==> src/rtl/aclock.sv <==
// -----------------------------------------------------------------------------
// aclock : 24-hour digital clock with a single alarm.
//
// Keeps HH:MM:SS in binary counters, advanced by a one-second tick derived from
// clk by a CLK_PER_SEC divider. Time and alarm can be loaded from BCD digit
// inputs; loads with an out-of-range hour/minute or a units digit above 9 are
// ignored. Alarm is set when a registered update (tick rolling into a new
// minute, or a time load) makes the time equal the alarm HH:MM with seconds 00,
// provided AL_ON is high. STOP_al or AL_ON low clear it, with priority over set.
//
// Optional build macro: ACLOCK_ALARM_TIMEOUT_EN
//   defined   : an unstopped Alarm clears itself 60 ticks after its set event
//   undefined : Alarm stays high until STOP_al or AL_ON=0
//
// Ports:
//   clk                 system clock, rising edge
//   reset               asynchronous, active-low reset
//   H_in1/H_in0         hour tens (0-2) / units (BCD) to load
//   M_in1/M_in0         minute tens (0-5) / units (BCD) to load
//   LD_time             load the digits into the current time (seconds clear)
//   LD_alarm            load the digits into the alarm setting
//   STOP_al             clear an active Alarm
//   AL_ON               alarm enable
//   Alarm               alarm ringing (registered)
//   H_out*/M_out*/S_out* current time as BCD digits (registered)
// -----------------------------------------------------------------------------
module aclock #(
  parameter int CLK_PER_SEC = 10
) (
  input  logic       clk,
  input  logic       reset,
  input  logic [1:0] H_in1,
  input  logic [3:0] H_in0,
  input  logic [3:0] M_in1,
  input  logic [3:0] M_in0,
  input  logic       LD_time,
  input  logic       LD_alarm,
  input  logic       STOP_al,
  input  logic       AL_ON,
  output logic       Alarm,
  output logic [1:0] H_out1,
  output logic [3:0] H_out0,
  output logic [3:0] M_out1,
  output logic [3:0] M_out0,
  output logic [3:0] S_out1,
  output logic [3:0] S_out0
);

  localparam int              DIV_W    = (CLK_PER_SEC > 1) ? $clog2(CLK_PER_SEC) : 1;
  localparam logic [DIV_W-1:0] DIV_LAST = DIV_W'(CLK_PER_SEC - 1);

  // Binary timekeeping state
  logic [DIV_W-1:0] div_q, div_d;
  logic [4:0]       hr_q, hr_d;
  logic [5:0]       min_q, min_d;
  logic [5:0]       sec_q, sec_d;
  logic [4:0]       al_hr_q, al_hr_d;
  logic [5:0]       al_min_q, al_min_d;
  logic             alarm_q, alarm_d;

  // Registered BCD view of the time, so every output comes from a flop
  logic [1:0] h1_q, h1_d;
  logic [3:0] h0_q, h0_d;
  logic [3:0] m1_q, m1_d;
  logic [3:0] m0_q, m0_d;
  logic [3:0] s1_q, s1_d;
  logic [3:0] s0_q, s0_d;

`ifdef ACLOCK_ALARM_TIMEOUT_EN
  logic [5:0] to_cnt_q, to_cnt_d;
`endif

  // Decode of the load digits (wide enough that bad digits cannot alias)
  logic [5:0] ld_hr;
  logic [7:0] ld_min;
  logic       ld_ok;
  logic       time_ld;
  logic       alarm_ld;
  logic       tick;
  logic       set_event;

  assign ld_hr    = 6'(H_in1) * 6'd10 + 6'(H_in0);
  assign ld_min   = 8'(M_in1) * 8'd10 + 8'(M_in0);
  assign ld_ok    = (H_in0 <= 4'd9) && (M_in0 <= 4'd9) &&
                    (ld_hr <= 6'd23) && (ld_min <= 8'd59);
  assign time_ld  = LD_time && ld_ok;
  assign alarm_ld = LD_alarm && ld_ok;
  assign tick     = (div_q == DIV_LAST);

  function automatic logic [7:0] to_bcd(input logic [5:0] v);
    logic [3:0] tens;
    logic [5:0] rem;
    tens = 4'd0;
    rem  = v;
    for (int i = 0; i < 6; i++) begin
      if (rem >= 6'd10) begin
        rem  = rem - 6'd10;
        tens = tens + 4'd1;
      end
    end
    return {tens, 4'(rem)};
  endfunction

  // Time / divider next state. A valid time load wins over a tick.
  always_comb begin
    div_d = div_q + DIV_W'(1);
    hr_d  = hr_q;
    min_d = min_q;
    sec_d = sec_q;
    if (time_ld) begin
      hr_d  = ld_hr[4:0];
      min_d = ld_min[5:0];
      sec_d = 6'd0;
      div_d = '0;
    end else if (tick) begin
      div_d = '0;
      if (sec_q == 6'd59) begin
        sec_d = 6'd0;
        if (min_q == 6'd59) begin
          min_d = 6'd0;
          hr_d  = (hr_q == 5'd23) ? 5'd0 : hr_q + 5'd1;
        end else begin
          min_d = min_q + 6'd1;
        end
      end else begin
        sec_d = sec_q + 6'd1;
      end
    end
  end

  // Alarm setting register
  always_comb begin
    al_hr_d  = al_hr_q;
    al_min_d = al_min_q;
    if (alarm_ld) begin
      al_hr_d  = ld_hr[4:0];
      al_min_d = ld_min[5:0];
    end
  end

  // The set event looks at the time being written this edge and compares it
  // against the alarm setting held before this edge.
  assign set_event = (time_ld || tick) && (sec_d == 6'd0) &&
                     (hr_d == al_hr_q) && (min_d == al_min_q);

  always_comb begin
    alarm_d = alarm_q;
`ifdef ACLOCK_ALARM_TIMEOUT_EN
    to_cnt_d = to_cnt_q;
`endif
    if (!AL_ON || STOP_al) begin
      alarm_d = 1'b0;
    end else if (set_event) begin
      alarm_d = 1'b1;
`ifdef ACLOCK_ALARM_TIMEOUT_EN
      to_cnt_d = 6'd0;
`endif
    end
`ifdef ACLOCK_ALARM_TIMEOUT_EN
    // Only ticks that actually advance the time count towards the timeout.
    else if (alarm_q && tick && !time_ld) begin
      if (to_cnt_q == 6'd59) begin
        alarm_d = 1'b0;
      end else begin
        to_cnt_d = to_cnt_q + 6'd1;
      end
    end
`endif
  end

  // BCD digits of the next time value
  always_comb begin
    if (hr_d >= 5'd20) begin
      h1_d = 2'd2;
      h0_d = 4'(hr_d - 5'd20);
    end else if (hr_d >= 5'd10) begin
      h1_d = 2'd1;
      h0_d = 4'(hr_d - 5'd10);
    end else begin
      h1_d = 2'd0;
      h0_d = 4'(hr_d);
    end
    {m1_d, m0_d} = to_bcd(min_d);
    {s1_d, s0_d} = to_bcd(sec_d);
  end

  always_ff @(posedge clk or negedge reset) begin
    if (!reset) begin
      div_q    <= '0;
      hr_q     <= 5'd0;
      min_q    <= 6'd0;
      sec_q    <= 6'd0;
      al_hr_q  <= 5'd0;
      al_min_q <= 6'd0;
      alarm_q  <= 1'b0;
      h1_q     <= 2'd0;
      h0_q     <= 4'd0;
      m1_q     <= 4'd0;
      m0_q     <= 4'd0;
      s1_q     <= 4'd0;
      s0_q     <= 4'd0;
`ifdef ACLOCK_ALARM_TIMEOUT_EN
      to_cnt_q <= 6'd0;
`endif
    end else begin
      div_q    <= div_d;
      hr_q     <= hr_d;
      min_q    <= min_d;
      sec_q    <= sec_d;
      al_hr_q  <= al_hr_d;
      al_min_q <= al_min_d;
      alarm_q  <= alarm_d;
      h1_q     <= h1_d;
      h0_q     <= h0_d;
      m1_q     <= m1_d;
      m0_q     <= m0_d;
      s1_q     <= s1_d;
      s0_q     <= s0_d;
`ifdef ACLOCK_ALARM_TIMEOUT_EN
      to_cnt_q <= to_cnt_d;
`endif
    end
  end

  assign Alarm  = alarm_q;
  assign H_out1 = h1_q;
  assign H_out0 = h0_q;
  assign M_out1 = m1_q;
  assign M_out0 = m0_q;
  assign S_out1 = s1_q;
  assign S_out0 = s0_q;

endmodule

==> config.mk <==
export PLATFORM = sky130hd
export DESIGN_NAME = aclock
export DESIGN_NICKNAME = d
export VERILOG_FILES = /design/src/rtl/aclock.sv
export SDC_FILE = /design/constraint.sdc
export NUM_CORES = 1
export LEC_CHECK = 0
export BUFFER_PORTS_ARGS = -buffer_cell sky130_fd_sc_hd__buf_2
export CORE_AREA = 2 2 98 123
export CTS_BUF_LIST = sky130_fd_sc_hd__clkbuf_8
export CTS_CLUSTER_DIAMETER = 150
export DETAILED_ROUTE_END_ITERATION = 8
export DIE_AREA = 0 0 100 125
export GPL_TIMING_DRIVEN = 0
export PLACE_DENSITY = 0.83
export SLEW_MARGIN = 0
export SYNTH_ARGS = -nofsm -noshare
export SYNTH_HDL_FRONTEND = slang
export SYNTH_SLANG_ARGS = --single-unit
==> constraint.sdc <==
create_clock -name clk -period 11.05 [get_ports clk]
set_input_delay 0.5525 -clock clk [delete_from_list [all_inputs] [get_ports clk]]
set_output_delay 0.5525 -clock clk [all_outputs]
set_load 0.01 [all_outputs]
## Word level (Yosys, flattened, before mapping)

Cells that the tools add are included.

- Output and inout bits: 23
- Bits of input ports: 20
- Register bits: 55
- Word-level logic and storage cells: 126

- Reductions and logical operators: 13
- $lt $le $gt $ge: 18
- Multiplexer cells: 44
- Add/subtract/negate cells: 30
- Multiply operators: 2
- Equal/unequal tests: 6

Operators with widths:

| cell | number |
|---|---|
| $mux W6 | 17 |
| $ge A6 B4 Y1 const B | 12 |
| $mux W4 | 16 |
| $sub A6 B4 Y6 const B | 10 |
| $add A4 B1 Y4 const B | 11 |
| $mux W5 | 5 |
| $add A6 B1 Y6 const B | 2 |
| $eq A6 B6 Y1 const B | 2 |
| $sub A4 B4 Y4 const B | 3 |
| $add A8 B4 Y8 | 1 |
| $le A4 B4 Y1 const B | 2 |
| $le A8 B6 Y1 const B | 1 |
| $logic_and A1 B1 Y1 | 8 |
| $mul A4 B3 Y7 const B | 1 |
| $add A6 B4 Y6 | 1 |
| $eq A6 B6 Y1 | 1 |
| $le A6 B5 Y1 const B | 1 |
| $logic_not A6 Y1 | 1 |
| $add A5 B1 Y5 const B | 1 |
| $eq A5 B5 Y1 | 1 |
| $eq A5 B5 Y1 const B | 1 |
| $ge A5 B4 Y1 const B | 1 |
| $ge A5 B5 Y1 const B | 1 |
| $mul A2 B3 Y5 const B | 1 |
| 7 further kinds | 12 |

## Longest topological paths before layout

Gate-level depths: netlist of run 1.

- Depth in word-level cells: 19
- Gate-level depth with buffers: 39
- Gate-level depth less buffers: 36

## Worst setup path before layout of run 1

Ideal clock, no wire load.

- Path kind: input to register
- From: input M_in1[1]
- To: register s1_q[2], in the netlist S_out1[2]
- Buffers on the path: 5
- Arrival time: 8652 ps
- Data required time: 10970 ps
- Stages on the path: 39
- Library setup time: 80 ps
- Setup slack: 2318 ps
- Path through: ha_1 > ha_1 > fa_1 > a21boi_0 > o21ai_0 > or4_4 > nand3_2 > buf_2 > buf_2 > buf_1 > nand2_1 > inv_1 > ha_1 > a21boi_0 > a22oi_4 > o211a_1 > buf_2 > o221ai_1 > [... 3 more ...] > ha_1 > nand3_1 > a31oi_1 > o221ai_1 > a222oi_1 > buf_2 > inv_1 > ha_1 > o21ai_0 > o211ai_1 > a21oi_4 > mux2_2 > ha_1 > mux2_2 > ha_1 > a21o_1 > a31oi_1 > xnor2_1

- Word-level cells in the longest chain between the ends: 18
- Elaborated cells on any way between the ends: 33
- Classes of those cells: add/sub: 11; mul: 1; order compare: 7; mux: 12; reduce/logical: 2

Ends and longest elaborated chain:

| item | line | source |
|---|---|---|
| start: declaration | 34 | `input logic [3:0] M_in1,` |
| $mul A4 B3 Y7 * | 83 | `assign ld_min = 8'(M_in1) * 8'd10 + 8'(M_in0);` |
| $add A8 B4 Y8 * | 83 |  |
| $le A8 B6 Y1 * | 85 | `(ld_hr <= 6'd23) && (ld_min <= 8'd59);` |
| $logic_and A1 B1 Y1 * | 85 |  |
| $logic_and A1 B1 Y1 * | 86 | `assign time_ld = LD_time && ld_ok;` |
| $mux W6 * | 110 | `if (time_ld) begin` |
| via sec_d[1] | 56 | `logic [5:0] sec_q, sec_d;` |
| $sub A6 B4 Y6 or $ge A6 B4 Y1 (tied branches) | 97, 96 |  |
| [... 4 more ...] | -- |  |
| $mux W6 or $mux W4 (tied branches) | 96 | `if (rem >= 6'd10) begin` |
| $sub A6 B4 Y6 (tied with other cells) | 97 | `rem = rem - 6'd10;` |
| $mux W6 or $mux W4 (tied branches) | 96 |  |
| $sub A6 B4 Y6 (tied with other cells) | 97 |  |
| $mux W6 or $mux W4 (tied branches) | 96 |  |
| $ge A6 B4 Y1 or $add A4 B1 Y4 (tied branches) | 96, 98 |  |
| $mux W4 * | 96 |  |
| via s1_d[2] | 66 | `logic [3:0] s1_q, s1_d;` |
| end signal: assignment | 200 | `s1_q <= 4'd0;` |
| end signal: assignment | 217 | `s1_q <= s1_d;` |
| end: declaration | 66 |  |

The timed path passes the listed nets; every way through them passes the cells marked *.
A chain may end at the register's enable or synchronous reset.

## Worst setup path after layout of run 1

- From: input M_in1[1]
- To: register s1_q[2], in the netlist S_out1[2]

- Word-level cells in the longest chain between the ends: 18
- Elaborated cells on any way between the ends: 33
- Classes of those cells: add/sub: 11; mul: 1; order compare: 7; mux: 12; reduce/logical: 2

Ends and longest elaborated chain:

| item | line |
|---|---|
| $mul A4 B3 Y7 * | 83 |
| $add A8 B4 Y8 * | 83 |
| $le A8 B6 Y1 * | 85 |
| $logic_and A1 B1 Y1 * | 85 |
| $logic_and A1 B1 Y1 * | 86 |
| $mux W6 * | 110 |
| $sub A6 B4 Y6 or $ge A6 B4 Y1 (tied branches) | 97, 96 |
| $mux W6 or $mux W1 (tied branches) | 96 |
| [... 3 more ...] | -- |
| $mux W6 or $mux W4 (tied branches) | 96 |
| $sub A6 B4 Y6 (tied with other cells) | 97 |
| $mux W6 or $mux W4 (tied branches) | 96 |
| $sub A6 B4 Y6 (tied with other cells) | 97 |
| $mux W6 or $mux W4 (tied branches) | 96 |
| $ge A6 B4 Y1 or $add A4 B1 Y4 (tied branches) | 96, 98 |
| $mux W4 * | 96 |
| via s1_d[2] | 66 |

Marked as above.

==> results, run 1 <==
- The largest net degree at the start of global routing is 53.
- From bottom edge to top edge, the die measures 125 um.
- Data on the critical path arrives at its endpoint at 10.41 ns.
- The post-synthesis cell type count is 112.
- The TritonCTS buffer count is 5.
- The largest fanout of any net on the critical path is 10.
- The wire length after detailed routing is 15420 um.
- Sorting the synthesized cells by area gives the leading types as dfrtp_1 (21%), ha_1 (7.6%), xnor2_1 (4.7%).
- The worst-case headroom to the max-slew limit is 44.18%.
- The worst setup slack before clock tree synthesis is 0.5663 ns.
- The synthesized design spends more area on one cell type than any other, namely dfrtp_1.
- The final worst-path setup slack is 0.8942 ns.
- Yosys mapped a number of flops with a built-in enable equal to 0.
- Summed over its instances, the top area cell type makes up 21.28% of the synthesized netlist area.
- The floorplan core area is 0.01145 mm^2.
- For this run, the number of Yosys warnings is 0.
- The maximum number of buffers from clock root to sink is 2.
- The number of iterations in the first detailed-routing pass is 7.
- The H-tree was split into 2 levels.
- The final non-filler cell area is 0.006618 mm^2.
- The share of the Yosys chip area taken by registers is 21.28%.
- The detailed router placed 5885 vias in this run.
- Sorting the synthesized cells by how often they occur yields nand2_1 (63), nor2_1 (55), dfrtp_1 (52).
- The ratio of routed vias to standard cells is 6.488.
- The nature of the critical path startpoint is a primary input.
- Among all cell types in the netlist, the one instantiated most often is nand2_1.
- After layout, the worst path uses 91.91% of the clock period.
- The run finished with clean final reports.
- The final-layout setup total negative slack is 0 ns.
- The clock tree from TritonCTS is built.
- The total number of clock tree sinks is 52.
- The total global-route track usage is 25.07%.
- Setup repair after global routing left no endpoint under its margin.
- The endpoint class of the critical path is a flip-flop.
- After clock tree synthesis, the clock-pin slew on the worst setup and hold paths is 0.10 ns.
- The number of fillers in the final layout is 1039.
- The fraction of registers with async set or reset after synthesis is 100.0%.
- The cell sitting at the root of the clock tree is a clkbuf_8.
- The initial antenna violation count is 0.
- Counting flops and latches in the post-synthesis netlist gives 52.
- The minimum clock period after layout is 10.16 ns.
- The primary flip-flop cell chosen by synthesis mapping is dfrtp_1.
- The starting density of the core is 53.41%.
- For the pin with the worst max-slew slack, the measured transition is 0.8337 ns.
- After detailed routing, the average wire length per cell comes to 17.00 um.
- The die covers 0.01250 mm^2.
- The horizontal die dimension is 100 um.
- Setup violations remaining at the end of the flow were counted as 0.
- The via count of the first global-routing pass is 5766.
- The post-route netlist has 18.60% of its cells at a drive strength greater than 1.
- STA puts the critical path data required time at 11.31 ns.
- The number of port buffers is 42.
- In the final design database the tool counted 828 nets.
- The cell at the slowest stage of the critical path is fa_1.
- Between clock sinks in the finished design, the worst skew comes to 0.007287 ns.
- The repair_antennas step left the layout with diodes totalling 0.
- The tool flagged a number of max-cap violations equal to 0.
- The delay contributed by the slowest stage of the critical path is 0.53 ns.
- The initialized floorplan defines 44 standard-cell rows.
- The cts-stage hold buffer count is 0.
- The type of the worst min-delay path is in2async.
- The final hold violation count was 0.
- The residual DRC count is 0.
- The sum of overflow across all layers after global routing is 0.
- Timing would allow up to 98.47 MHz.
- The final number of max-transition violations is 0.
- The number of DRC markers after the initial detailed-route iteration is 313.
- The worst setup path is of the in2reg kind.
- The routability-driven placement congestion ratio is 0.9673.
- For the worst-skew pair, the clock arrives at the later sink with an insertion delay of 0.33 ns.
- In this run the count of I/O pins placed on the die edge is 43.
- The HPWL after detailed placement is 12020 um.
- Counting stages on the worst path, the most repeated cell is ha_1.
- The area growth from synthesis to layout is 8.204%.
- The number of nets with antenna violations after routing is 0.
- Once placement finished, the instance area stood at 0.006499 mm^2.
- The wire length of the first global-routing pass is 26130 um.
- In this run the mean area of a mapped cell was 8.518 um^2.
- Summing every instance area after synthesis gives 0.006116 mm^2.
- Hold timing on the final database bottoms out at a slack of 0.1078 ns.
- The number of instances in the synthesized netlist is 718.
- The number of nets in the synthesized netlist is 778.
-- final cells by class --
type                            count  area [um^2]  share of cell area (%)
Buffer                             31        173.9                   2.628
Clock buffer                        5        68.82                   1.040
Clock inverter                      3        28.78                  0.4349
Inverter                           37        138.9                   2.099
Multi-Input combinational cell    598         4503                   68.05
Sequential cell                    52         1301                   19.66
Tap cell                          138        172.7                   2.609
Timing Repair Buffer               43        230.2                   3.479
-- logic make-up after synthesis --
logic type,Yosys count,share of synthesized area [%]
AND/OR/NAND/NOR,254,22.91
AO/OA/AOI/OAI,222,29.01
buffers and inverters,68,5.094
flip-flops,52,21.28
XOR/XNOR,47,6.976
adder cells (fa/ha/maj),40,8.552
multiplexers,35,6.178
-- state kept, by name, summed over array words and instances, names as in the netlist --
| name | count |
|---|---|
| Alarm | 1 |
| H_out0 | 4 |
| H_out1 | 2 |
| M_out0 | 4 |
| M_out1 | 4 |
| S_out0 | 4 |
| S_out1 | 4 |
| al_hr_q | 5 |
| al_min_q | 6 |
| div_q | 4 |
| hr_q | 4 |
| min_q | 5 |
| sec_q | 5 |
-- what timing repair did --
action	CTS	global route
setup endpoints to repair	0	1
resized for setup	0	1
setup buffers	0	0
-- routing by layer --
layer  share of wire, %  vias up  wire length [um]  track usage (%)
met5                  0        -                 0                0
met4                5.4        0               836            14.67
met3                5.5       62               842            4.304
met2                 50      230              7684            42.81
met1                 39     2790              6058            29.21
li1                   -     2803                 -                -
-- worst max-delay path, delay by kind of cell --
kind	cells	cell delay [ns]
AO/OA/AOI/OAI	13	3.50
adder cells (fa/ha/maj)	8	2.23
AND/OR/NAND/NOR	7	1.64
buffers and inverters	7	1.52
multiplexers	2	0.66
XOR/XNOR	2	0.30
-- cell usage in the layout, fill, tap and decap left out, types with 5 or more instances in the layout --
cell type / netlist / layout
inv_1: 35 / 35
o21ai_0: 27 / 27
nand2_1: 63 / 63
and2_1: 7 / 7
mux2i_1: 16 / 16
nand2b_1: 8 / 8
buf_4: 5 / 5
and3_1: 6 / 6
o31ai_1: 7 / 7
nor4_1: 8 / 8
nor3_1: 20 / 20
a21boi_0: 6 / 6
xor2_1: 12 / 12
ha_1: 37 / 37
a21oi_1: 38 / 38
o211ai_1: 13 / 13
and3b_1: 5 / 5
dfrtp_1: 52 / 52
clkbuf_8: 0 / 5
o2111ai_1: 5 / 5
a211o_1: 9 / 9
buf_2: 12 / 54
nand3_1: 23 / 23
xnor2_1: 33 / 33
or3_1: 5 / 5
a31oi_1: 14 / 14
o211a_1: 5 / 5
a21o_1: 9 / 9
a211oi_1: 10 / 10
nand4_1: 5 / 5
clkbuf_1: 8 / 8
nor2_1: 55 / 55
mux2_2: 17 / 17
-- final timing paths --
kind,cells past startpoint,endpoint,startpoint,slack (ns)
setup / recovery,39,S_out1[2],M_in1[1],0.89
hold / removal,1,S_out1[3],reset,0.11
setup reg to reg,32,S_out1[2],S_out0[0],2.40
hold reg to reg,1,div_q[0],div_q[0],0.52
max in group asynchronous,2,sec_q[2],reset,10.42
min in group clk,2,Alarm,STOP_al,0.37
-- stage by stage --
step	util [%]	std cells
3_3_place_gp	56.75	898
6_report	57.79	907
5_1_grt	57.79	907
3_5_place_dp	56.75	898
4_1_cts	57.60	906
2_1_floorplan	-	718
Power of run 1 is not shown: default switching activity piles up to over one toggle a cycle in this logic, so the estimate is an artifact.
==> run 2, diff against run 1 <==
--- a/config.mk
+++ b/config.mk
@@ -13,7 +13,7 @@
 export DIE_AREA = 0 0 100 125
 export GPL_TIMING_DRIVEN = 0
 export PLACE_DENSITY = 0.83
-export SLEW_MARGIN = 0
+export SLEW_MARGIN = 20
 export SYNTH_ARGS = -nofsm -noshare
 export SYNTH_HDL_FRONTEND = slang
 export SYNTH_SLANG_ARGS = --single-unit
==> constraint.sdc (replaced) <==
create_clock -name clk -period 11.4 [get_ports clk]
set_input_delay 0.57 -clock clk [delete_from_list [all_inputs] [get_ports clk]]
set_output_delay 0.57 -clock clk [all_outputs]
set_load 0.01 [all_outputs]
==> run 2 against run 1 <==
Via count decreased by 0.75%; register-to-register slack improved by 0.34 ns; die area unchanged; largest cell class unchanged; highest routed layer unchanged.
==> results, run 2 (synthesis results as in run 1) <==
- The category of the most critical setup path is in2reg (unchanged).
- The worst-case headroom to the max-slew limit came to 44.41% (was 44.18%).
- The share of post-route cells with drive strength above 1 is 18.36% (was 18.60%).
- The endpoint class of the critical path is a flip-flop (unchanged).
- The measured slew at the worst slew-check pin is 0.8106 ns (was 0.8337 ns).
- The number of fillers in the final layout was 1043 (was 1039).
- The via count came to 5841 (was 5885).
- The fmax is 95.84 MHz.
- The largest net degree at the start of global routing is 53 (unchanged).
- Outcome: complete, no violations (unchanged).
- The via count of the first global-routing pass is 5724 (was 5766).
- The ratio of routed vias to standard cells is 6.447 (was 6.488).
- Top library cells by usage in the layout, fill and taps aside: nand2_1 (63), nor2_1 (55), buf_2 (53) (was nand2_1 (63), nor2_1 (55), buf_2 (54)).
- The worst setup slack before clock tree synthesis is 0.8925 ns (was 0.5663 ns).
- The maximum number of buffers from clock root to sink is 2 (unchanged).
- The clock transition at the register clock pins on the worst setup and hold paths after CTS is 0.11 ns (was 0.10 ns).
- The required arrival time at the worst endpoint is 11.66 ns (was 11.31 ns).
- The worst path uses 91.53% of the clock period.
- The cell at the slowest stage of the critical path is fa_1 (unchanged).
- The final number of max-transition violations is 0 (unchanged).
- The die height is 125 um (unchanged).
- The worst hold slack across all endpoints is 0.2683 ns (was 0.1078 ns).
- The HPWL after detailed placement is 12010 um (was 12020 um).
- The cell at the root of the clock tree is clkbuf_8 (unchanged).
- The delay contributed by the slowest stage of the critical path is 0.53 ns (about the same).
- The count of pins on the block boundary is 43 (unchanged).
- The flip-flop count of the largest register, all copies and words added is 6 (unchanged).
- The number of buffers inserted to repair setup after CTS was 0 (unchanged).
- The type of the worst min-delay path is in2async (unchanged).
- The nature of the critical path startpoint is a primary input (unchanged).
- The area of combinational cells with multiple inputs is 0.004503 mm^2 (unchanged).
- The commonest non-fill, non-tap cell in the layout was nand2_1 (unchanged).
- The worst clock skew was 0.009733 ns (was 0.007287 ns).
- The wire length after detailed routing is 15350 um (was 15420 um).
- The number of placement rows is 44 (unchanged).
- The TritonCTS buffer count is 5 (unchanged).
- The clock tree from TritonCTS is built (unchanged).
- The floorplan core area is 0.01145 mm^2 (unchanged).
- The number of nets in the layout is 827 (was 828).
- The cts-stage hold buffer count is 0 (unchanged).
- The number of maximum-capacitance constraint violations came to 0 (unchanged).
- The count of inserted antenna diode cells is 0 (unchanged).
- The sum of overflow across all layers after global routing was 0 (unchanged).
- The number of nets with antenna violations after routing was 0 (unchanged).
- The number of DRC markers after the initial detailed-route iteration was 335 (was 313).
- The overall die area was 0.01250 mm^2 (unchanged).
- The horizontal die dimension is 100 um (unchanged).
- The residual DRC count is 0 (unchanged).
- The starting density of the core is 53.41% (unchanged).
- The H-tree depth was 2 (unchanged).
- The number of port buffers is 42 (unchanged).
- The final hold violation count is 0 (unchanged).
- The clock insertion delay at the later pin of the skew report is 0.33 ns (about the same).
- The data arrival time at the worst-slack endpoint came to 10.69 ns (was 10.41 ns).
- The quantity of gates resized following cts is 0 (unchanged).
- The most flop-heavy register is al_min_q (unchanged).
- The area growth from synthesis to final layout came to 7.897% (was 8.204%).
- The final worst-path setup slack is 0.9661 ns (was 0.8942 ns).
- The largest fanout of any net on the critical path came to 10 (unchanged).
- The most frequent cell on the critical path is ha_1 (unchanged).
- The count of endpoints failing setup in the final report came to 0 (unchanged).
- Setup repair after global routing missed its margin: false (unchanged).
- The wire length of the first global-routing pass is 26190 um (was 26130 um).
- The sequential cell area is 0.001301 mm^2 (unchanged).
- The initial antenna violation count is 0 (unchanged).
- The total global-route track usage is 25.04% (was 25.07%).
- The total number of clock tree sinks came to 52 (unchanged).
- The post-detailed-route wirelength per cell came to 16.94 um (was 17.00 um).
- The minimum clock period after layout is 10.43 ns.
- The number of iterations in the first detailed-routing pass is 5 (was 7).
- The routability-driven placement congestion ratio is 0.9673 (unchanged).
- The final-layout setup total negative slack is 0 ns (unchanged).
## run 2: cell count changes in the layout (fill, tap and decap cells not counted), sizes merged
cell    delta
clkbuf     -1
## run 2: worst paths after layout
kind / startpoint / endpoint / slack (ns) / cells past startpoint
worst max-delay path: M_in1[1] / S_out1[2] / 0.97 / 39
worst min-delay path: reset / S_out1[3] / 0.27 / 1
worst max register to register: S_out0[0] / S_out1[2] / 2.74 / 32
worst min register to register: div_q[0] / div_q[0] / 0.52 / 1
max in group asynchronous: reset / sec_q[2] / 10.66 / 1
min in group clk: STOP_al / Alarm / 0.38 / 2
## run 2: metal layers
layer | global-route usage, % | part of all wire (%) | up-vias
met1 | 29.51 | 39 | 2767
met3 | 4.248 | 5.4 | 59
met4 | 13.13 | 5.1 | 0
li1 | - | - | 2805
met5 | 0 | 0 | -
met2 | 43.16 | 50 | 210
## run 2: through the flow
stage	cell area [um^2]	std cells	utilization, %
finish	6599	906	57.63
CTS	6599	906	57.63
global route	6599	906	57.63
floorplan	6116	718	-
detailed placement	6501	898	56.77
global placement	6499	898	56.75
## run 2: cell type report
cell class	count	area share (%)
flip-flops and latches	52	19.72
multi-input cells	598	68.24
clock buffers	5	1.043
plain buffers	31	2.617
inverters	37	2.105
clock inverters	3	0.4361
well taps	138	2.617
repair buffers	42	3.223
## run 2: critical path: cells and delay by family
family,cells,cell delay [ns]
AND/OR/NAND/NOR,7,1.72
multiplexers,2,0.66
buffers and inverters,7,1.74
AO/OA/AOI/OAI,13,3.44
adder cells (fa/ha/maj),8,2.25
XOR/XNOR,2,0.30
Power of run 2 is left out for the same reason.
